## config.mk

```make
export PLATFORM = sky130hd
export DESIGN_NAME = ahb_master_ctrl_flat
export DESIGN_NICKNAME = d
export VERILOG_FILES = /design/src/rtl/ahb_master_ctrl_pkg.sv /design/src/rtl/ahb_master_ctrl_if.sv /design/src/rtl/ahb_addr_decoder.sv /design/src/rtl/ahb_master_ctrl.sv /design/src/flat_wrapper.sv
export SDC_FILE = /design/constraint.sdc
export NUM_CORES = 1
export LEC_CHECK = 0
export ABC_AREA = 0
export BUFFER_PORTS_ARGS = -buffer_cell sky130_fd_sc_hd__buf_2
export CAP_MARGIN = 0
export CORE_AREA = 4 4 124 126
export CTS_CLUSTER_DIAMETER = 100
export DETAILED_ROUTE_END_ITERATION = 8
export DIE_AREA = 0 0 128 130
export HOLD_SLACK_MARGIN = 0.03
export PLACE_DENSITY = 0.66
export SLEW_MARGIN = 20
export SYNTH_ARGS = -nofsm -noshare
export SYNTH_HDL_FRONTEND = slang
export SYNTH_HIERARCHICAL = 1
export SYNTH_SLANG_ARGS = --single-unit
```

## constraint.sdc

```tcl
create_clock -name clk -period 3.3 [get_ports clk]
set_clock_uncertainty 0.15 [all_clocks]
set_input_delay 0.495 -clock clk [delete_from_list [all_inputs] [get_ports clk]]
set_output_delay 0.495 -clock clk [all_outputs]
set_load 0.01 [all_outputs]
```

## src/rtl/ahb_master_ctrl_pkg.sv

```systemverilog
`default_nettype none
// ============================================================================
//  Module      : ahb_master_ctrl_pkg
//  Description : Shared AHB-Lite types (transfer kind/size/burst/protection/
//                response, slave-side bus structs), data-phase state encoding
//                and lane steering / extraction / alignment helpers.
//  Revision    : 1.0 - initial release
// ============================================================================
package ahb_master_ctrl_pkg;

    typedef enum logic [1:0] {
        TRANS_IDLE   = 2'b00,
        TRANS_BUSY   = 2'b01,
        TRANS_NONSEQ = 2'b10,
        TRANS_SEQ    = 2'b11
    } transfer_kind;

    typedef enum logic [2:0] {
        HSIZE_8  = 3'b000,
        HSIZE_16 = 3'b001,
        HSIZE_32 = 3'b010
    } transfer_size;

    typedef enum logic [2:0] {
        BURST_SINGLE = 3'b000,
        BURST_INCR   = 3'b001
    } transfer_burst;

    typedef struct packed {
        logic cacheable;
        logic bufferable;
        logic privileged;
        logic data;
    } protection;

    typedef enum logic {
        RESP_OKAY  = 1'b0,
        RESP_ERROR = 1'b1
    } transfer_resp;

    // What currently occupies the data phase
    typedef enum logic [1:0] {
        DP_EMPTY     = 2'd0,
        DP_SLAVE     = 2'd1,
        DP_DEFAULT   = 2'd2,
        DP_LOCAL_ERR = 2'd3
    } dphase_state;

    typedef struct packed {
        logic [31:0]   addr;
        logic          write;
        transfer_size  size;
        transfer_kind  trans;
        transfer_burst burst;
        protection     prot;
        logic          mastlock;
        logic [31:0]   wdata;
        logic          ready;
    } bus_slv_in;

    typedef struct packed {
        logic [31:0]  rdata;
        logic         ready;
        transfer_resp resp;
    } bus_slv_out;

    // Width of a slave index; at least one bit even for a single slave
    function automatic int unsigned idx_width(input int unsigned n);
        return (n > 1) ? $clog2(n) : 1;
    endfunction

    // Replicate right-aligned write data across every lane it could land on
    function automatic logic [31:0] steer_wdata(input transfer_size size, input logic [31:0] data);
        case (size)
            HSIZE_8:  steer_wdata = {4{data[7:0]}};
            HSIZE_16: steer_wdata = {2{data[15:0]}};
            default:  steer_wdata = data;
        endcase
    endfunction

    // Pull the addressed lane(s) down to bit 0 and zero-extend; an aligned
    // half has offset[0]=0, so 8*offset selects the correct 16-bit lane
    function automatic logic [31:0] extract_rdata(input transfer_size size,
                                                  input logic [1:0]   offset,
                                                  input logic [31:0]  rdata);
        logic [31:0] shifted;
        shifted = rdata >> {offset, 3'b000};
        case (size)
            HSIZE_8:  extract_rdata = {24'h0, shifted[7:0]};
            HSIZE_16: extract_rdata = {16'h0, shifted[15:0]};
            default:  extract_rdata = rdata;
        endcase
    endfunction

    function automatic logic is_aligned(input transfer_size size, input logic [1:0] offset);
        case (size)
            HSIZE_16: is_aligned = ~offset[0];
            HSIZE_32: is_aligned = (offset == 2'b00);
            default:  is_aligned = 1'b1;
        endcase
    endfunction

endpackage
`default_nettype wire

```

## src/rtl/ahb_master_ctrl_if.sv

```systemverilog
`default_nettype none
// ============================================================================
//  Module      : ahb_master_ctrl_if
//  Description : CPU-side request/response handshake of the AHB master
//                front end. 'master' is the requester, 'slave' the controller.
//  Revision    : 1.0 - initial release
// ============================================================================
interface ahb_master_ctrl_if;
    import ahb_master_ctrl_pkg::*;

    logic         req_valid;
    logic         req_ready;
    logic         req_write;
    transfer_size req_size;
    logic [31:0]  req_addr;
    logic [31:0]  req_wdata;
    logic         rsp_valid;
    logic [31:0]  rsp_rdata;
    logic         rsp_error;

    modport master (
        output req_valid, req_write, req_size, req_addr, req_wdata,
        input  req_ready, rsp_valid, rsp_rdata, rsp_error
    );

    modport slave (
        input  req_valid, req_write, req_size, req_addr, req_wdata,
        output req_ready, rsp_valid, rsp_rdata, rsp_error
    );

endinterface
`default_nettype wire

```

## src/rtl/ahb_addr_decoder.sv

```systemverilog
`default_nettype none
// ============================================================================
//  Module      : ahb_addr_decoder
//  Description : Combinational address decode onto an ordered map of
//                exclusive upper bounds. Slave i owns [ADDR_MAP[i-1],
//                ADDR_MAP[i]); slave 0 starts at 0. Anything at or above the
//                last bound is reported as unmapped. ADDR_MAP[0] is the
//                least-significant element of the packed array.
//  Revision    : 1.0 - initial release
// ============================================================================
module ahb_addr_decoder
    import ahb_master_ctrl_pkg::*;
#(
    parameter int unsigned                  SLAVE_COUNT = 4,
    parameter logic [SLAVE_COUNT-1:0][31:0] ADDR_MAP    = {32'h0000_4000, 32'h0000_3000,
                                                           32'h0000_2000, 32'h0000_1000}
) (
    input  logic [31:0]                         addr,
    output logic [SLAVE_COUNT-1:0]              sel,
    output logic [idx_width(SLAVE_COUNT)-1:0]   index,
    output logic                                unmapped
);

    localparam int unsigned IDX_W = idx_width(SLAVE_COUNT);

    // A non-ascending map would make regions overlap or vanish
    for (genvar g = 1; g < SLAVE_COUNT; g++) begin : g_map_check
        if (ADDR_MAP[g] <= ADDR_MAP[g-1]) begin : g_not_ascending
            $error("ahb_addr_decoder: ADDR_MAP must be strictly ascending");
        end
    end

    // Scan from the top so the lowest matching bound wins
    always_comb begin
        sel      = '0;
        index    = '0;
        unmapped = 1'b1;
        for (int i = SLAVE_COUNT - 1; i >= 0; i--) begin
            if (addr < ADDR_MAP[i]) begin
                sel      = '0;
                sel[i]   = 1'b1;
                index    = IDX_W'(i);
                unmapped = 1'b0;
            end
        end
    end

endmodule
`default_nettype wire

```

## src/rtl/ahb_master_ctrl.sv

```systemverilog
`default_nettype none
// ============================================================================
//  Module      : ahb_master_ctrl
//  Description : Single-outstanding pipelined AHB-Lite master front end with
//                lane steering, alignment checks, address decode and an
//                internal default slave for unmapped space.
//                Optional macro AHB_TIMEOUT_EN adds a wait-state watchdog.
//  Revision    : 1.0 - initial release
// ============================================================================
module ahb_master_ctrl
    import ahb_master_ctrl_pkg::*;
#(
    parameter int unsigned                  SLAVE_COUNT    = 4,
    parameter logic [SLAVE_COUNT-1:0][31:0] ADDR_MAP       = {32'h0000_4000, 32'h0000_3000,
                                                              32'h0000_2000, 32'h0000_1000},
    parameter int unsigned                  TIMEOUT_CYCLES = 256
) (
    input  logic                    clk,
    input  logic                    rst,
    ahb_master_ctrl_if.slave        req_if,
    output logic                    timeout,
    output logic [SLAVE_COUNT-1:0]  sel,
    output bus_slv_in               slv_in,
    input  bus_slv_out              slv_out [SLAVE_COUNT]
);

    localparam int unsigned IDX_W = idx_width(SLAVE_COUNT);

    if (TIMEOUT_CYCLES == 0) begin : g_timeout_check
        $error("ahb_master_ctrl: TIMEOUT_CYCLES must be at least 1");
    end

    dphase_state            r_state;
    dphase_state            w_state_next;
    logic [IDX_W-1:0]       r_index;
    logic                   r_write;
    transfer_size           r_size;
    logic [1:0]             r_off;
    logic [31:0]            r_wdata;
    logic                   r_err_cancel;

    logic [SLAVE_COUNT-1:0] w_dec_sel;
    logic [IDX_W-1:0]       w_dec_index;
    logic                   w_dec_unmapped;
    logic                   w_aligned;
    logic                   w_issue;
    logic                   w_accept;
    logic                   w_done;
    logic                   w_timeout_hit;
    logic                   w_tgt_ready;
    transfer_resp           w_tgt_resp;
    logic [31:0]            w_tgt_rdata;

    ahb_addr_decoder #(
        .SLAVE_COUNT (SLAVE_COUNT),
        .ADDR_MAP    (ADDR_MAP)
    ) u_decoder (
        .addr     (req_if.req_addr),
        .sel      (w_dec_sel),
        .index    (w_dec_index),
        .unmapped (w_dec_unmapped)
    );

    assign w_aligned = is_aligned(req_if.req_size, req_if.req_addr[1:0]);

    // Response of whatever owns the data phase; the default slave answers
    // ERROR with ready low first, then ready high once err_cancel is set
    always_comb begin
        w_tgt_ready = 1'b1;
        w_tgt_resp  = RESP_OKAY;
        w_tgt_rdata = '0;
        case (r_state)
            DP_SLAVE: begin
                for (int i = 0; i < SLAVE_COUNT; i++) begin
                    if (r_index == IDX_W'(i)) begin
                        w_tgt_ready = slv_out[i].ready;
                        w_tgt_resp  = slv_out[i].resp;
                        w_tgt_rdata = slv_out[i].rdata;
                    end
                end
            end
            DP_DEFAULT: begin
                w_tgt_ready = r_err_cancel;
                w_tgt_resp  = RESP_ERROR;
            end
            DP_LOCAL_ERR: begin
                w_tgt_resp  = RESP_ERROR;
            end
            default: begin
                w_tgt_ready = 1'b1;
            end
        endcase
    end

`ifdef AHB_TIMEOUT_EN
    localparam int unsigned CNT_W = $clog2(TIMEOUT_CYCLES + 1);

    logic [CNT_W-1:0] r_wait_cnt;
    logic             r_timeout;

    assign w_timeout_hit = (r_state != DP_EMPTY) && (r_wait_cnt == CNT_W'(TIMEOUT_CYCLES));
    assign timeout       = r_timeout;

    // Count wait states of the pending data phase; restart on completion
    always_ff @(posedge clk or posedge rst) begin
        if (rst) begin
            r_wait_cnt <= '0;
        end else if (w_done) begin
            r_wait_cnt <= '0;
        end else if ((r_state != DP_EMPTY) && !w_tgt_ready) begin
            r_wait_cnt <= r_wait_cnt + CNT_W'(1);
        end
    end

    // Sticky record that a transfer was abandoned
    always_ff @(posedge clk or posedge rst) begin
        if (rst) begin
            r_timeout <= 1'b0;
        end else if (w_timeout_hit) begin
            r_timeout <= 1'b1;
        end
    end
`else
    assign w_timeout_hit = 1'b0;
    assign timeout       = 1'b0;
`endif

    assign w_done            = (r_state != DP_EMPTY) && (w_tgt_ready || w_timeout_hit);
    assign req_if.req_ready  = w_tgt_ready && !r_err_cancel && !w_timeout_hit;
    assign w_accept          = req_if.req_valid && req_if.req_ready;
    assign w_issue           = req_if.req_valid && w_aligned && !w_dec_unmapped &&
                               !r_err_cancel && !w_timeout_hit;

    assign req_if.rsp_valid  = w_done;
    assign req_if.rsp_error  = w_done && ((w_tgt_resp == RESP_ERROR) || w_timeout_hit);
    assign req_if.rsp_rdata  = (w_done && !r_write) ? extract_rdata(r_size, r_off, w_tgt_rdata) : '0;

    assign sel = w_issue ? w_dec_sel : '0;

    // Address phase follows the live request; write data comes from the
    // data-phase register so it lines up with the previous address
    always_comb begin
        slv_in          = '0;
        slv_in.addr     = req_if.req_valid ? req_if.req_addr  : '0;
        slv_in.write    = req_if.req_valid && req_if.req_write;
        slv_in.size     = req_if.req_valid ? req_if.req_size  : HSIZE_8;
        slv_in.trans    = w_issue ? TRANS_NONSEQ : TRANS_IDLE;
        slv_in.burst    = BURST_SINGLE;
        slv_in.prot     = '{cacheable: 1'b0, bufferable: 1'b0, privileged: 1'b1, data: 1'b1};
        slv_in.mastlock = 1'b0;
        slv_in.wdata    = r_wdata;
        slv_in.ready    = w_tgt_ready;
    end

    // Data-phase state register
    always_ff @(posedge clk or posedge rst) begin
        if (rst) begin
            r_state <= DP_EMPTY;
        end else begin
            r_state <= w_state_next;
        end
    end

    // Next data-phase owner: a new accept replaces the completing transfer
    always_comb begin
        w_state_next = r_state;
        if (w_accept) begin
            if (!w_aligned) begin
                w_state_next = DP_LOCAL_ERR;
            end else if (w_dec_unmapped) begin
                w_state_next = DP_DEFAULT;
            end else begin
                w_state_next = DP_SLAVE;
            end
        end else if (w_done) begin
            w_state_next = DP_EMPTY;
        end
    end

    // Capture request attributes needed during the data phase
    always_ff @(posedge clk or posedge rst) begin
        if (rst) begin
            r_index <= '0;
            r_write <= 1'b0;
            r_size  <= HSIZE_8;
            r_off   <= 2'b00;
            r_wdata <= '0;
        end else if (w_accept) begin
            r_index <= w_dec_index;
            r_write <= req_if.req_write;
            r_size  <= req_if.req_size;
            r_off   <= req_if.req_addr[1:0];
            r_wdata <= steer_wdata(req_if.req_size, req_if.req_wdata);
        end
    end

    // First cycle of a two-cycle ERROR blocks the next address phase
    always_ff @(posedge clk or posedge rst) begin
        if (rst) begin
            r_err_cancel <= 1'b0;
        end else if (w_done) begin
            r_err_cancel <= 1'b0;
        end else if ((r_state != DP_EMPTY) && !w_tgt_ready && (w_tgt_resp == RESP_ERROR)) begin
            r_err_cancel <= 1'b1;
        end
    end

endmodule
`default_nettype wire
```

## src/flat_wrapper.sv

```systemverilog
// flat-port wrapper written by rule: the top's interface ports become plain ports
module ahb_master_ctrl_flat import ahb_master_ctrl_pkg::*;
#(
    parameter int unsigned                  SLAVE_COUNT    = 4,
    parameter logic [SLAVE_COUNT-1:0][31:0] ADDR_MAP       = {32'h0000_4000, 32'h0000_3000,
                                                              32'h0000_2000, 32'h0000_1000},
    parameter int unsigned                  TIMEOUT_CYCLES = 256
)
  (clk, rst, timeout, sel, slv_in, slv_out, req_if_req_valid, req_if_req_write, req_if_req_size, req_if_req_addr, req_if_req_wdata, req_if_req_ready, req_if_rsp_valid, req_if_rsp_rdata, req_if_rsp_error);
  ahb_master_ctrl_if req_if_i ();
  input  logic clk;
  input  logic rst;
  output logic timeout;
  output logic [SLAVE_COUNT-1:0] sel;
  output bus_slv_in slv_in;
  input  bus_slv_out slv_out[SLAVE_COUNT];
  input wire logic [$bits(req_if_i.req_valid)-1:0] req_if_req_valid;
  input wire logic [$bits(req_if_i.req_write)-1:0] req_if_req_write;
  input wire logic [$bits(req_if_i.req_size)-1:0] req_if_req_size;
  input wire logic [$bits(req_if_i.req_addr)-1:0] req_if_req_addr;
  input wire logic [$bits(req_if_i.req_wdata)-1:0] req_if_req_wdata;
  output wire logic [$bits(req_if_i.req_ready)-1:0] req_if_req_ready;
  output wire logic [$bits(req_if_i.rsp_valid)-1:0] req_if_rsp_valid;
  output wire logic [$bits(req_if_i.rsp_rdata)-1:0] req_if_rsp_rdata;
  output wire logic [$bits(req_if_i.rsp_error)-1:0] req_if_rsp_error;
  assign req_if_i.req_valid = req_if_req_valid;
  assign req_if_i.req_write = req_if_req_write;
  assign req_if_i.req_size = req_if_req_size;
  assign req_if_i.req_addr = req_if_req_addr;
  assign req_if_i.req_wdata = req_if_req_wdata;
  assign req_if_req_ready = req_if_i.req_ready;
  assign req_if_rsp_valid = req_if_i.rsp_valid;
  assign req_if_rsp_rdata = req_if_i.rsp_rdata;
  assign req_if_rsp_error = req_if_i.rsp_error;
  ahb_master_ctrl #(.SLAVE_COUNT(SLAVE_COUNT), .ADDR_MAP(ADDR_MAP), .TIMEOUT_CYCLES(TIMEOUT_CYCLES)) u_core (.clk(clk), .rst(rst), .req_if(req_if_i), .timeout(timeout), .sel(sel), .slv_in(slv_in), .slv_out(slv_out));
endmodule
```

Word level (Yosys, flattened, before mapping)
Cells that the tools add are included.
{"block": "totals", "reg_bits": 43, "wordCells": 86, "out_inout_bits": 119, "input_bits": 207}
{"block": "op_classes", "n_reduce_logical": 23, "order_cmp": 4, "n_shift": 1, "mux": 41, "bitwise": 1, "n_eq_ne": 9}
{"cell": "2-to-1 mux 32 bit", "count": 7}
{"cell": "case mux 32 bit (2 select lines)", "count": 2}
{"cell": "less-than comparator 32 x 14 -> 1 bit, second input constant", "count": 2}
{"cell": "less-than comparator 32 x 13 -> 1 bit, second input constant", "count": 1}
{"cell": "less-than comparator 32 x 15 -> 1 bit, second input constant", "count": 1}
{"cell": ">> shifter 32 x 5 -> 16 bit", "count": 1}
{"cell": "2-to-1 mux 4 bit", "count": 5}
{"cell": "2-to-1 mux 2 bit", "count": 9}
{"cell": "2-to-1 mux 1 bit", "count": 14}
{"cell": "logical AND 1 bit", "count": 11}
{"cell": "== test 2 bit, second input constant", "count": 4}
{"cell": "== test 3 x 1 -> 1 bit, second input constant", "count": 2}
{"cell": "logical NOT 3 bit", "count": 2}
{"cell": "case mux 1 bit (2 select lines)", "count": 3}
{"cell": "nonzero test 2 bit", "count": 3}
{"cell": "== test 2 x 1 -> 1 bit, second input constant", "count": 2}
{"cell": "logical NOT 1 bit", "count": 4}
{"cell": "logical NOT 2 bit", "count": 2}
{"cell": "== test 3 x 2 -> 1 bit, second input constant", "count": 1}
{"cell": "2-to-1 mux 3 bit", "count": 1}
{"cell": "OR reduction 2 bit", "count": 1}
{"cell": "inverter 1 bit", "count": 1}

Longest topological paths before layout
Gate-level depths: netlist of run 1.
{"block": "logic_depth", "word_depth": 11, "ltp_mapped": 8, "depth_no_buf": 6}

By module
Netlist of run 1, hierarchy kept.
{"module": "ahb_master_ctrl", "area_per_inst_um2": 4573.1, "cells_each": 421, "n_inst": 1}
{"module": "ahb_addr_decoder", "area_per_inst_um2": 103.8, "cells_each": 16, "n_inst": 1}

Least setup slack after synthesis of run 1
No wires, ideal clock.
{"block": "synth_timing", "path_kind": "reg2out", "start": "register u_core.r_index[0]", "end": "output req_if_rsp_rdata[10]", "stages_incl_launch_ff": 7, "required_time_ps": 2655, "path_slack_ps": 770, "arrival_ps": 1885, "cell_sequence": "dfrtp_1 -> buf_6 -> buf_2 -> buf_1 -> mux2_2 -> o221a_2 -> nor2_1"}
{"block": "synth_via", "elab_chain_len": 9, "elab_cells_between_ends": 19}
{"item": "start: declaration", "line_no": "ahb_master_ctrl.sv:35", "rtl": "logic [IDX_W-1:0] r_index;"}
{"item": "start signal: assignment", "line_no": "ahb_master_ctrl.sv:189", "rtl": "r_index <= w_dec_index;"}
{"item": "logical NOT 2 bit", "line_no": "ahb_master_ctrl.sv:75", "rtl": "if (r_index == IDX_W'(i)) begin"}
{"item": "2-to-1 mux 32 bit or 2-to-1 mux 1 bit (tied branches) (4 in series)", "line_no": "ahb_master_ctrl.sv:75"}
{"item": "2-to-1 mux 32 bit or case mux 1 bit (2 select lines) (tied branches)", "line_no": "ahb_master_ctrl.sv:72", "rtl": "case (r_state)"}
{"item": ">> shifter 32 x 5 -> 16 bit or logical AND 1 bit (tied branches)", "line_no": "ahb_master_ctrl_pkg.sv:87, ahb_master_ctrl.sv:128"}
{"item": "case mux 32 bit (2 select lines) or logical AND 1 bit (tied branches)", "line_no": "ahb_master_ctrl_pkg.sv:88, ahb_master_ctrl.sv:136"}
{"item": "2-to-1 mux 32 bit (*)", "line_no": "ahb_master_ctrl.sv:136", "rtl": "assign req_if.rsp_rdata = (w_done && !r_write) ? extract_rdata(r_size, r_off, w_tgt_rdata) : '0;"}
{"item": "end: declaration", "line_no": "flat_wrapper.sv:24", "rtl": "output wire logic [$bits(req_if_i.rsp_rdata)-1:0] req_if_rsp_rdata;"}
Every way passes the cells marked *; elsewhere a longest branch is shown, timed or not.

Final worst setup path of run 1
{"block": "layout_timing", "start": "register u_core.r_off[0]", "end": "output req_if_rsp_rdata[0]"}
{"block": "layout_via", "elab_chain_len": 3}
{"item": "start: declaration", "line_no": "ahb_master_ctrl.sv:38", "rtl": "logic [1:0] r_off;"}
{"item": "start signal: assignment", "line_no": "ahb_master_ctrl.sv:192", "rtl": "r_off <= req_if.req_addr[1:0];"}
{"item": ">> shifter 32 x 5 -> 16 bit", "line_no": "ahb_master_ctrl_pkg.sv:87", "rtl": "shifted = rdata >> {offset, 3'b000};"}
{"item": "case mux 32 bit (2 select lines)", "line_no": "ahb_master_ctrl_pkg.sv:88", "rtl": "case (size)"}
{"item": "2-to-1 mux 32 bit", "line_no": "ahb_master_ctrl.sv:136"}
No other way between the ends.

==> flow_summary.json, run 1 <==
{
  "synth-seq-cells": 43,
  "postCtsSetupRepairBufs": 0,
  "period_needed_ps": 3060,
  "post-synth-top-count-cell": "sky130_fd_sc_hd__dfrtp_1",
  "crit_arrival_ps": 2410,
  "gr-total-overflow": 0,
  "num_rows": 44,
  "ys_async_sr_fraction_pct": 100,
  "tns_ps": 0,
  "clock_insertion_delay_worst_skew_ps": 280,
  "rr_worst_depth": 5,
  "cts_tree": "yes",
  "setup.worst_path.end_class": "output pin",
  "grt_max_degree": 44,
  "peakVddDrop_mv": 0.464,
  "design.die.area_sq_um": 16600,
  "grt_usage_pct": 20.9,
  "rsz0062_at_grt": "false",
  "cts_root_buffer": "sky130_fd_sc_hd__clkbuf_16",
  "first_pass_iters": 5,
  "grt_pass1_vias": 4956,
  "routedWlPerCell_um": 19.7,
  "vias_per_cell": 5.19,
  "final_layout_size_suffix_gt1_share_pct": 62.6,
  "die_width_um": 128,
  "dp_hpwl_um": 15200,
  "cts-root-to-sink-buffers": 2,
  "report.final.setup_viol": 0,
  "post-synth-top-area-cell": "sky130_fd_sc_hd__dfrtp_1",
  "clkSlewWorstSetupHoldPaths_ps": 70,
  "ioPinCount": 326,
  "number_of_antenna_violations_at_the_first_check_in_global_routing": 3,
  "finalWeightedCongestion": 0.951,
  "worst-setup-path-type": "flip-flop to output pin",
  "postRouteAntennaNets": 0,
  "drt_iter0_markers": 333,
  "worst_setup_path_start_kind": "flip-flop",
  "post_synth_main_area_contributors": "sky130_fd_sc_hd__dfrtp_1, sky130_fd_sc_hd__mux4_2, sky130_fd_sc_hd__mux2_4, sky130_fd_sc_hd__mux2_2, sky130_fd_sc_hd__and2_1",
  "timing_hold_violations_final": 0,
  "ctsResizeCount": 0,
  "yosys.area.top_type_share_pct": 23.0,
  "holdCritPathClass": "primary input to async pin",
  "drc": 0,
  "critPathRequiredTime_ps": 2650,
  "totalWireLength_um": 18300,
  "post_synth_instance_area_sq_um": 4680,
  "yosys_warnings": 6,
  "status": "finished clean",
  "powerDensity_nw_per_um2": 568,
  "synth_commonest_cells": "sky130_fd_sc_hd__dfrtp_1, sky130_fd_sc_hd__and2_1, sky130_fd_sc_hd__mux2_2, sky130_fd_sc_hd__mux4_2, sky130_fd_sc_hd__nor2_1",
  "dr_total_vias": 4807,
  "fmax_mhz": 327,
  "start_util_pct": 32.7,
  "yosys_most_used_dff": "sky130_fd_sc_hd__dfrtp_1",
  "number_of_h_tree_branching_levels": 2,
  "yosys.cell_types.count": 49,
  "synth-seq-area-share_pct": 23.0,
  "layout_worst_path_cycle_share_pct": 92.6,
  "total_power_uw": 3750,
  "cts.sink_count": 43,
  "drv_cap": 0,
  "max_slew.worst_pin.slew_ps": 941,
  "port_buffer_cells": 315,
  "floorplan.die.height_um": 130,
  "power.static_leakage_uw": 0.00317,
  "finalNetCount": 951,
  "area_growth_synth_to_finish_pct": 41.1,
  "synth-edff-count": 0,
  "cts_inserted_buffers": 5,
  "grt_first_pass_wirelength_um": 27100,
  "post_synth.cell_area_avg_sq_um": 10.7,
  "max_slew_margin_pct": 37.3,
  "cp_max_fo": 19,
  "post_cts_hold_buffer_count": 0,
  "placeableCoreArea_sq_um": 14300,
  "drv_slew": 0,
  "syn_inst": 437
}
layout make-up:
cell class / count / area, sq um
diodes: 2 / 5.00
clock buffers: 6 / 129
clock inverters: 2 / 60.1
fillers: 1437 / 7710
inverters: 9 / 33.8
multi-input cells: 350 / 3340
flip-flops and latches: 43 / 1080
well taps: 184 / 230
repair buffers: 331 / 1720
metal layers:
metal | vias to the layer above | wire [um] | global-route usage [%]
met1 | 2285 | 6840 | 24.8
li1 | 2223 | - | -
met3 | 30 | 1600 | 4.05
met5 | - | 13 | 0
met2 | 267 | 9400 | 38.3
met4 | 2 | 421 | 6.55
cell usage in the layout, fill, tap and decap left out, types with 2 or more instances in the layout:
cell and count:
sky130_fd_sc_hd__a211oi_1 2, sky130_fd_sc_hd__a21oi_1 17, sky130_fd_sc_hd__a22o_1 5, sky130_fd_sc_hd__a22oi_1 10
sky130_fd_sc_hd__a31oi_1 3, sky130_fd_sc_hd__and2_1 40, sky130_fd_sc_hd__and3_1 3, sky130_fd_sc_hd__buf_12 2
sky130_fd_sc_hd__buf_2 315, sky130_fd_sc_hd__buf_4 14, sky130_fd_sc_hd__bufinv_16 2, sky130_fd_sc_hd__clkbuf_16 5
sky130_fd_sc_hd__conb_1 10, sky130_fd_sc_hd__dfrtp_1 41, sky130_fd_sc_hd__dfrtp_2 2, sky130_fd_sc_hd__diode_2 2
sky130_fd_sc_hd__ha_1 4, sky130_fd_sc_hd__inv_1 7, sky130_fd_sc_hd__inv_2 2, sky130_fd_sc_hd__mux2_1 9
sky130_fd_sc_hd__mux2_2 39, sky130_fd_sc_hd__mux2_4 30, sky130_fd_sc_hd__mux2i_1 18, sky130_fd_sc_hd__mux4_2 39
sky130_fd_sc_hd__nand2_1 18, sky130_fd_sc_hd__nand2b_1 7, sky130_fd_sc_hd__nand3_1 4, sky130_fd_sc_hd__nor2_1 31
sky130_fd_sc_hd__nor2b_1 12, sky130_fd_sc_hd__nor3_1 5, sky130_fd_sc_hd__nor3b_1 3, sky130_fd_sc_hd__nor4_1 7
sky130_fd_sc_hd__nor4_2 2, sky130_fd_sc_hd__o21ai_0 6, sky130_fd_sc_hd__o221a_2 5, sky130_fd_sc_hd__o22ai_1 4
sky130_fd_sc_hd__o2bb2ai_1 2, sky130_fd_sc_hd__or2_1 2
worst max-delay path, cell delays in order, from the launching register on:
cell and delay, ps:
sky130_fd_sc_hd__dfrtp_1 850, sky130_fd_sc_hd__inv_2 280, sky130_fd_sc_hd__nor4_1 460, sky130_fd_sc_hd__nand2_1 110, sky130_fd_sc_hd__a31oi_1 240, sky130_fd_sc_hd__buf_2 180
worst paths after layout:
kind	startpoint	to	slack, ps
worst min-delay path	rst	u_core/r_wdata[20]	260
worst max-delay path	u_core/r_off[0]	req_if_rsp_rdata[0]	240
min in group clk	req_if_req_write	u_core/r_write	300
max in group asynchronous	rst	u_core/r_index[1]	2070
worst min register to register	u_core/r_wdata[28]	u_core/r_wdata[28]	340
worst max register to register	u_core/r_index[1]	u_core/r_wdata[24]	730
metrics by stage:
stage | setup WS (ps) | utilization [%] | instances | hold slack (ps) | area (sq um)
floorplan | 770 | - | 445 | 333 | 4710
global placement | 437 | 44.7 | 917 | 317 | 6400
detailed placement | 359 | 44.7 | 917 | 320 | 6400
CTS | 248 | 46.1 | 925 | 292 | 6590
global route | 84.8 | 46.1 | 927 | 298 | 6600
finish | 243 | 46.1 | 927 | 259 | 6600
state kept, by name, summed over array words and instances, names as in the netlist:
| register | cells |
|---|---|
| u_core/r_state | 2 |
| u_core/r_size | 3 |
| u_core/r_write | 1 |
| u_core/r_off | 2 |
| u_core/r_err_cancel | 1 |
| u_core/r_index | 2 |
| u_core/r_wdata | 32 |
logic make-up (layout without fill, tap and decap cells):
logic type,after synthesis,in the layout,synth area share (%)
flip-flops,43,43,23.0
adder cells (fa/ha/maj),4,4,1.07
multiplexers,135,135,43.8
AND/OR/NAND/NOR,139,139,16.4
buffers and inverters,52,348,6.21
other,2,12,0.161
AO/OA/AOI/OAI,62,62,9.36
report_power, final:
part,total (uW),switching [uW],internal (uW)
combinational,2070,980,1090
sequential,1040,251,787
clock,645,210,434
total,3750,1440,2310
(Power assumes the default switching activity.)
==> run 2, diff against run 1 <==
Settings changed: BUFFER_PORTS_ARGS -buffer_cell sky130_fd_sc_hd__buf_2 to -buffer_cell sky130_fd_sc_hd__clkbuf_2.
==> run 2 against run 1 <==
First-iteration DRC count grew 3.9%. Critical path depth is the same. Combinational power is essentially flat. Maximum frequency grew 2.6%. Die area is the same. Design area shrank 0.36%. Sequential share of layout area grew 0.059 points. Cell count grew 0.11%. Global-route usage is essentially flat. Non-clock buffer count grew 2. Clock power shrank 13%. Largest cell class unchanged. Largest power group unchanged.
==> flow_summary.json, run 2 (synthesis results as in run 1) <==
{
  "cts-root-to-sink-buffers": 2,
  "crit-reg2reg-capture": "u_core/r_wdata[24]",
  "die_width_um": 128,
  "rsz0062_at_grt": "false",
  "grt_first_pass_wirelength_um": 27100,
  "setup.worst_path.end_class": "output pin",
  "dr_total_vias": 4837,
  "drt_iter0_markers": 346,
  "cts_tree": "yes",
  "post_cts_hold_buffer_count": 0,
  "layout_worst_path_cycle_share_pct": 90.3,
  "ioPinCount": 326,
  "layout.cells.most_common": "sky130_fd_sc_hd__clkbuf_2",
  "largest_reg_flops": 32,
  "holdCritPathClass": "primary input to async pin",
  "clock_insertion_delay_worst_skew_ps": 280,
  "fmax_mhz": 336,
  "max_slew_margin_pct": 36.8,
  "clkSlewWorstSetupHoldPaths_ps": 60,
  "fin_cells": 928,
  "timing_hold_violations_final": 0,
  "grt_max_degree": 60,
  "worst_slack_ps": 320,
  "dp_hpwl_um": 15300,
  "number_of_h_tree_branching_levels": 2,
  "worstSetupStartpoint": "u_core/r_off[0]",
  "worst-setup-path-type": "flip-flop to output pin",
  "drv_cap": 0,
  "first_pass_iters": 4,
  "cts_inserted_buffers": 5,
  "placedCellCount": 919,
  "totalWireLength_um": 18200,
  "total_placed_instance_area_sq_um": 6410,
  "design.die.area_sq_um": 16600,
  "worst_setup_path_start_kind": "flip-flop",
  "crit_arrival_ps": 2340,
  "vias_per_cell": 5.21,
  "status": "finished clean",
  "postRouteAntennaNets": 0,
  "largest_registers": "u_core/r_wdata: 32 flops, u_core/r_size: 3 flops",
  "max_slew.worst_pin.slew_ps": 946,
  "port_buffer_cells": 315,
  "area_growth_synth_to_finish_pct": 40.6,
  "start_util_pct": 32.7,
  "gr-total-overflow": 0,
  "ctsResizeCount": 0,
  "routedWlPerCell_um": 19.6,
  "post-place-ws_ps": 393,
  "regToRegStartpoint": "u_core/r_state[0]",
  "cts.sink_count": 43,
  "drc": 0,
  "finalNetCount": 953,
  "peakVddDrop_mv": 0.363,
  "final_layout_size_suffix_gt1_share_pct": 62.8,
  "final_core_util_pct": 45.9,
  "drv_slew": 0,
  "grt_usage_pct": 20.9,
  "cp_max_fo": 16,
  "floorplan.die.height_um": 130,
  "power.static_leakage_uw": 0.00317,
  "report.final.setup_viol": 0,
  "r2r_slack_ps": 450,
  "layout.cell_area.non_filler_sq_um": 6580,
  "largest_register": "u_core/r_wdata",
  "postCtsSetupRepairBufs": 0,
  "cts_root_buffer": "sky130_fd_sc_hd__clkbuf_16",
  "period_needed_ps": 2980,
  "number_of_antenna_violations_at_the_first_check_in_global_routing": 2,
  "finalWeightedCongestion": 0.942,
  "powerDensity_nw_per_um2": 559,
  "tns_ps": 0,
  "critPathRequiredTime_ps": 2650,
  "commonest_cells_after_routing_fill_and_taps_aside": "sky130_fd_sc_hd__clkbuf_2, sky130_fd_sc_hd__dfrtp_1, sky130_fd_sc_hd__and2_1, sky130_fd_sc_hd__mux4_2, sky130_fd_sc_hd__mux2_2",
  "num_rows": 44,
  "placeableCoreArea_sq_um": 14300,
  "rr_worst_depth": 7,
  "grt_pass1_vias": 4855
}
==> run 2: cell types whose count changed in the layout (fill, tap and decap cells not counted) <==
| cell | change |
|---|---|
| sky130_fd_sc_hd__buf_2 | -315 |
| sky130_fd_sc_hd__buf_4 | +3 |
| sky130_fd_sc_hd__bufinv_16 | -1 |
| sky130_fd_sc_hd__clkinvlp_4 | +1 |
| sky130_fd_sc_hd__buf_12 | -1 |
| sky130_fd_sc_hd__clkbuf_2 | +315 |
| sky130_fd_sc_hd__clkbuf_1 | -1 |
==> run 2: metrics by stage <==
step                hold slack (ps)  total power (uW)
floorplan                       333              2390
global placement                320              3110
detailed placement              328              3130
CTS                             282              3720
global route                    302              3930
finish                          253              3680
==> run 2: critical path: stages (launching register included) <==
cell,delay (ps)
sky130_fd_sc_hd__dfrtp_1,740
sky130_fd_sc_hd__nor3b_1,580
sky130_fd_sc_hd__a22o_1,240
sky130_fd_sc_hd__a22oi_1,70
sky130_fd_sc_hd__a21oi_1,250
sky130_fd_sc_hd__clkbuf_2,180
==> run 2: area by class of cell <==
class	instances	area (sq um)
antenna	2	5.00
clock buffer	5	125
clock inverter	2	37.5
fill	1412	7740
inverter	9	33.8
multi-input combinational	350	3340
sequential	43	1080
tap	184	230
timing repair buffer	333	1720
==> run 2: how the worst max path moves through the flow <==
| stage | end | slack (ps) | depth (start not counted) |
|---|---|---|---|
| 2_1_floorplan | req_if_rsp_rdata[10] | 770 | 6 |
| 4_1_cts | req_if_rsp_rdata[0] | 300 | 6 |
| 3_5_place_dp | sel[3] | 390 | 7 |
| 6_report | req_if_rsp_rdata[7] | 320 | 5 |
| 3_3_place_gp | sel[2] | 450 | 7 |
| 5_1_grt | req_if_rsp_rdata[7] | 140 | 5 |
==> run 2: where the power goes <==
part | internal [uW] | switching [uW] | total [uW]
Combinational | 1100 | 992 | 2090
Sequential | 788 | 235 | 1020
Clock | 353 | 206 | 559
==> run 2: metal layers <==
layer  vias to the layer above  wire (um)  track usage, %
met3                        23       1560            3.68
met5                         -          0               0
met4                         0        412            5.37
met2                       288       9240            38.5
met1                      2286       6970            25.2
li1                       2240          -               -
